--- src/rtl/edge_hyst.sv ---
// Double-threshold hysteresis over a 3x3 window; read, classify, write as a 3-stage pipeline.
// Window entry (r,c) sits at rd_data_flat[(r*WIN_WD+c)*PXL_BITS +: PXL_BITS]. EDGE_HYST_CNT_EN builds edge_cnt.
module edge_hyst #(
  parameter int unsigned IMG_WD     = 4,
  parameter int unsigned IMG_HT     = 4,
  parameter int unsigned COORD_BITS = 2,
  parameter int unsigned WIN_WD     = 3,
  parameter int unsigned WIN_HT     = 3,
  parameter int unsigned PXL_BITS   = 8,
  parameter int unsigned CNT_BITS   = 8
) (
  input  logic                                 clk,
  input  logic                                 rst_n,
  input  logic                                 run,
  output logic                                 done,
  input  logic [PXL_BITS-2:0]                  thr_lo,
  input  logic [PXL_BITS-2:0]                  thr_hi,
  output logic                                 rd_en,
  output logic [COORD_BITS-1:0]                rd_x,
  output logic [COORD_BITS-1:0]                rd_y,
  input  logic [WIN_HT*WIN_WD*PXL_BITS-1:0]    rd_data_flat,
  output logic                                 wr_en,
  output logic [COORD_BITS-1:0]                wr_x,
  output logic [COORD_BITS-1:0]                wr_y,
  output logic [PXL_BITS-1:0]                  wr_data_pxl,
  output logic [CNT_BITS-1:0]                  edge_cnt
);

  localparam int unsigned MAG_BITS = PXL_BITS - 1;
  localparam int unsigned NWIN     = WIN_WD * WIN_HT;
  localparam int unsigned CENTRE   = (WIN_HT / 2) * WIN_WD + WIN_WD / 2;
  localparam logic [MAG_BITS-1:0]   MAG_MAX = '1;
  localparam logic [COORD_BITS-1:0] X_LAST  = COORD_BITS'(IMG_WD - 1);
  localparam logic [COORD_BITS-1:0] Y_LAST  = COORD_BITS'(IMG_HT - 1);

  typedef enum logic [1:0] {StIdle, StScan, StDrain, StDone} state_e;

  state_e state_q, state_d;
  logic [COORD_BITS-1:0] cur_x_q, cur_y_q;
  logic [MAG_BITS-1:0]   lo_q, hi_q, lo_e, c_mag;
  logic                  v1_q, nb_strong, is_edge, last_pix;
  logic [COORD_BITS-1:0] x1_q, y1_q, wr_x_q, wr_y_q;
  logic                  wr_en_q;
  logic [PXL_BITS-1:0]   wr_data_q;

  // Two's-complement magnitude; the most-negative code saturates to MAG_MAX.
  function automatic logic [MAG_BITS-1:0] mag(input logic [PXL_BITS-1:0] v);
    logic [PXL_BITS-1:0] a;
    a = v[PXL_BITS-1] ? (~v + 1'b1) : v;
    return a[PXL_BITS-1] ? MAG_MAX : a[MAG_BITS-1:0];
  endfunction

  assign last_pix = (cur_x_q == X_LAST) && (cur_y_q == Y_LAST);

  always_ff @(posedge clk or negedge rst_n) begin
    if (!rst_n) state_q <= StIdle;
    else        state_q <= state_d;
  end

  always_comb begin
    state_d = state_q;
    unique case (state_q)
      StIdle:  if (run) state_d = StScan;
      StScan:  if (run && last_pix) state_d = StDrain;
      StDrain: if (!v1_q) state_d = StDone;
      StDone:  if (!run) state_d = StIdle;
      default: state_d = StIdle;
    endcase
  end

  always_comb begin
    rd_en = (state_q == StScan) && run;
    done  = (state_q == StDone);
  end

  assign rd_x = cur_x_q;
  assign rd_y = cur_y_q;

  always_ff @(posedge clk or negedge rst_n) begin
    if (!rst_n) begin
      cur_x_q <= '0;
      cur_y_q <= '0;
      lo_q    <= '0;
      hi_q    <= '0;
    end else begin
      if (state_q == StIdle && run) begin
        lo_q <= thr_lo;
        hi_q <= thr_hi;
      end
      if (rd_en) begin
        if (cur_x_q == X_LAST) begin
          cur_x_q <= '0;
          cur_y_q <= (cur_y_q == Y_LAST) ? '0 : cur_y_q + 1'b1;
        end else begin
          cur_x_q <= cur_x_q + 1'b1;
        end
      end
    end
  end

  always_comb begin
    c_mag     = mag(rd_data_flat[CENTRE*PXL_BITS +: PXL_BITS]);
    lo_e      = (lo_q < hi_q) ? lo_q : hi_q;
    nb_strong = 1'b0;
    for (int unsigned i = 0; i < NWIN; i++) begin
      if (i != CENTRE && mag(rd_data_flat[i*PXL_BITS +: PXL_BITS]) >= hi_q) nb_strong = 1'b1;
    end
    is_edge = (c_mag >= hi_q) || ((c_mag >= lo_e) && nb_strong);
  end

  always_ff @(posedge clk or negedge rst_n) begin
    if (!rst_n) begin
      v1_q      <= 1'b0;
      x1_q      <= '0;
      y1_q      <= '0;
      wr_en_q   <= 1'b0;
      wr_x_q    <= '0;
      wr_y_q    <= '0;
      wr_data_q <= '0;
    end else begin
      v1_q    <= rd_en;
      wr_en_q <= v1_q;
      if (rd_en) begin
        x1_q <= cur_x_q;
        y1_q <= cur_y_q;
      end
      if (v1_q) begin
        wr_x_q    <= x1_q;
        wr_y_q    <= y1_q;
        wr_data_q <= is_edge ? {1'b0, MAG_MAX} : '0;
      end
    end
  end

  assign wr_en       = wr_en_q;
  assign wr_x        = wr_x_q;
  assign wr_y        = wr_y_q;
  assign wr_data_pxl = wr_data_q;

`ifdef EDGE_HYST_CNT_EN
  logic [CNT_BITS-1:0] cnt_q;

  always_ff @(posedge clk or negedge rst_n) begin
    if (!rst_n) begin
      cnt_q <= '0;
    end else if (state_q == StIdle && run) begin
      cnt_q <= '0;
    end else if (v1_q && is_edge && cnt_q != '1) begin
      cnt_q <= cnt_q + 1'b1;
    end
  end

  assign edge_cnt = cnt_q;
`else
  assign edge_cnt = '0;
`endif

endmodule
--- config.mk ---
export PLATFORM = sky130hd
export DESIGN_NAME = edge_hyst
export DESIGN_NICKNAME = d
export VERILOG_FILES = /design/src/rtl/edge_hyst.sv
export SDC_FILE = /design/constraint.sdc
export NUM_CORES = 1
export LEC_CHECK = 0
export ABC_CLOCK_PERIOD_IN_PS = 3600
export BUFFER_PORTS_ARGS = -buffer_cell sky130_fd_sc_hd__buf_2
export CORE_AREA = 2 2 98 100
export DETAILED_ROUTE_END_ITERATION = 10
export DIE_AREA = 0 0 100 102
export PLACE_DENSITY = 0.75
export SLEW_MARGIN = 10
export SYNTH_ARGS = -nofsm -noshare
export SYNTH_HDL_FRONTEND = slang
export SYNTH_SLANG_ARGS = --single-unit
--- constraint.sdc ---
create_clock -name clk -period 3.6 [get_ports clk]
set_input_delay 0.72 -clock clk [delete_from_list [all_inputs] [get_ports clk]]
set_output_delay 0.72 -clock clk [all_outputs]
set_load 0.005 [all_outputs]
==> impl_metrics.json <==
{
  "status": "finished, final reports clean",
  "layout_min_cycle_time_ns": 3.28,
  "areaGrowthSynthToFinish_pct": 17.0,
  "yosys_register_bits": 31,
  "synth_cell_types": 38,
  "clk_pin_slew_ns": 0.06,
  "rr_worst_depth": 14,
  "place.gp.congestion": 0.923,
  "num_vias": 4372,
  "clock-sinks": 31,
  "viasPerCell": 5.56,
  "synth_compound_area_share_pct": 16.1,
  "synth_common_cells": "ha_1, nand2_1, a21oi_1, inv_1, o21ai_0",
  "ir_drop_v": 0.000557,
  "fin_crit_sh_pct": 91.1,
  "yosysTopAreaCell": "ha_1",
  "cts.htree.levels": 2,
  "port_buffers": 106,
  "crit_buf_inv": 1,
  "cts_buffers": 5,
  "final_util_pct": 57.3,
  "ant_nets": 0,
  "grt_pass1_wl_um": 18100,
  "timing.fmax_mhz": 305,
  "num-fill-cells": 867,
  "setup_ws_ns": 0.319,
  "netlist_instances": 566,
  "antenna_found_initial": 0,
  "synth-adder-area-share_pct": 25.5,
  "drtIter0Drc": 112,
  "synth_seq_area_share_pct": 17.4,
  "rows": 35,
  "crit_type": "reg2reg",
  "synth_top_family_by_area": "adder cells",
  "ys.flop_type": "dfrtp_1",
  "final.setup.tns_ns": 0,
  "cpMaxStageDelayCell": "a2111oi_0",
  "startpoint_type": "flop",
  "final-setup-viol-count": 0,
  "fp.dieW_um": 100,
  "fp.dieArea_um2": 10200,
  "insertion_delay_ns": 0.28,
  "yosys.area_share.simple_pct": 21.8,
  "path_max_fanout": 7,
  "io_pins": 116,
  "syn_avg_cell_area_um2": 7.89,
  "cts_resized": 0,
  "yosysWarnings": 0,
  "drv_slew": 0,
  "synth_area_leaders": "ha_1, dfrtp_1, nand2_1",
  "grt_pass1_vias": 4035,
  "synth-xor-area-share_pct": 4.51,
  "cts_setup_buffers": 0,
  "cp-end-kind": "flop",
  "r2r_start": "hi_q[1]$_DFFE_PN0P_",
  "chipHeight_um": 102,
  "fin_total_pwr_mw": 3.07,
  "cts_tree": "done",
  "rsz0062_at_grt": "false",
  "fin_skew_ns": 0.00339,
  "rrSetupSlack_ns": 0.32,
  "drive_gt1_share_pct": 23.0,
  "synthArstFlopShare_pct": 100,
  "grt.overflow.total": 0,
  "routed_wl_um": 10900,
  "critPathTopFamily": "compound AO/OA/AOI/OAI gates",
  "post_drt_wl_per_cell_um": 13.8,
  "grt_max_degree": 32,
  "start_util_pct": 49.0,
  "worstPathCellList": "inv_1, ha_1, a21o_1, a21oi_2, o2111ai_2, a21oi_4, mux2_4, ha_1, nor2b_1, o21ai_0, nand3_1, a21oi_1, a2111oi_0, nor3_1",
  "max_cap_viol_count": 0,
  "root_buffer": "clkbuf_8",
  "power_density_nw_per_um2": 587,
  "r2r_end": "wr_data_pxl[5]$_DFFE_PN0P_",
  "coreArea_um2": 9110,
  "drc": 0,
  "relSlewSlack_pct": 55.3,
  "dp_hpwl_um": 8840,
  "netlist_area_um2": 4460,
  "synth_top_area_share_pct": 25.5,
  "synth_edf_count": 0,
  "hold_viol_final": 0,
  "first_pass_iters": 4,
  "clock_path_buffers": 2,
  "required_ns": 3.74,
  "nNetsFinal": 853,
  "worst_pin_slew_ns": 0.654,
  "hp-class": "in2async",
  "cp.arrival_ns": 3.42,
  "dp_slack_ns": 0.276,
  "hold_buffers": 0,
  "leakagePower_nw": 2.67,
  "muxShareOfSynthArea_pct": 7.99,
  "grt_usage_pct": 21.3,
  "instances_no_fill": 787,
  "cpPeakStageDelay_ns": 0.53,
  "cp_common_cell": "ha_1",
  "dp_cells": 777
}
==> stage by stage <==
| step | hold slack, ns | area [µm²] |
|---|---|---|
| global placement | 0.483 | 5100 |
| global route | 0.524 | 5220 |
| detailed placement | 0.490 | 5100 |
| finish | 0.464 | 5220 |
| CTS | 0.491 | 5220 |
| floorplan | 0.352 | 4490 |
==> sequential cells by signal (all words and copies together) (netlist names) <==
| signal | cells |
|---|---|
| y1_q | 2 |
| v1_q | 1 |
| wr_y | 2 |
| wr_x | 2 |
| rd_x | 2 |
| wr_en | 1 |
| rd_y | 2 |
| wr_data_pxl | 1 |
| lo_q | 7 |
| x1_q | 2 |
| state_q | 2 |
| hi_q | 7 |
==> cells by family after synthesis <==
group           after synthesis
simple gates                204
compound gates              121
fa+ha+maj                    91
buf+inv                      63
mux                          32
flops                        31
xor+xnor                     23
other cells                   1
==> power by group <==
part | leakage [nW] | internal [mW] | total [mW] | switching [mW]
logic | 2.23 | 0.972 | 2.06 | 1.09
registers | 0.379 | 0.512 | 0.651 | 0.139
clock network | 0.0612 | 0.224 | 0.352 | 0.128
==> cell type report <==
type | count | area [µm²] | area share, %
multi-input cells | 480 | 3420 | 65.6
flip-flops and latches | 31 | 776 | 14.9
repair buffers | 118 | 621 | 11.9
inverters | 37 | 139 | 2.66
well taps | 111 | 139 | 2.66
clock buffers | 6 | 82.6 | 1.58
clock inverters | 2 | 35.0 | 0.671
diodes | 2 | 5.00 | 0.0959
==> worst max-delay path by stage <==
stage	from	to	slack, ns	cells after the start
after detailed placement	rd_data_flat[57]	wr_data_pxl[5]$_DFFE_PN0P_	0.28	14
final	hi_q[1]$_DFFE_PN0P_	wr_data_pxl[5]$_DFFE_PN0P_	0.32	14
after floorplan	hi_q[1]$_DFFE_PN0P_	wr_data_pxl[5]$_DFFE_PN0P_	0.64	14
after CTS	hi_q[1]$_DFFE_PN0P_	wr_data_pxl[5]$_DFFE_PN0P_	0.36	14
after global routing	hi_q[1]$_DFFE_PN0P_	wr_data_pxl[5]$_DFFE_PN0P_	0.17	14
after global placement	rd_data_flat[57]	wr_data_pxl[5]$_DFFE_PN0P_	0.41	14
==> layout by cell type, fill, tap and decap left out, types with 8 or more instances in the layout <==
master    Yosys  routed
buf_2         0     106
buf_4        15      12
nand2b_1     10      10
o21ai_0      36      36
xnor2_1       9       9
xor2_1       14      14
and3_1        8       8
mux2_2       25      25
nor4_1       10      10
nor2_1       19      19
a21oi_1      38      38
ha_1         91      91
nand4_1      13      13
dfrtp_1      31      31
conb_1        1       9
a31oi_1      20      20
inv_1        37      37
nand3_1      24      24
nor2b_1      11      11
o211ai_1     10      10
nand2_1      91      91
==> metal layers <==
layer | share of wire (%) | GRT usage [%]
met5 | 0 | 0
met4 | 0.66 | 3.79
met3 | 5.0 | 2.46
met2 | 48 | 37.3
met1 | 46 | 28.8
==> worst reg2reg max path, cell delays in order (launching register included) <==
cell and delay (ns):
dfrtp_1 0.37, inv_1 0.06, ha_1 0.27, a21o_1 0.17
a21oi_2 0.14, o2111ai_2 0.18, a21oi_4 0.35, mux2_4 0.34
ha_1 0.27, nor2b_1 0.11, o21ai_0 0.09, nand3_1 0.09
a21oi_1 0.06, a2111oi_0 0.53, nor3_1 0.11
No activity file was read; power rests on OpenSTA's default activity.
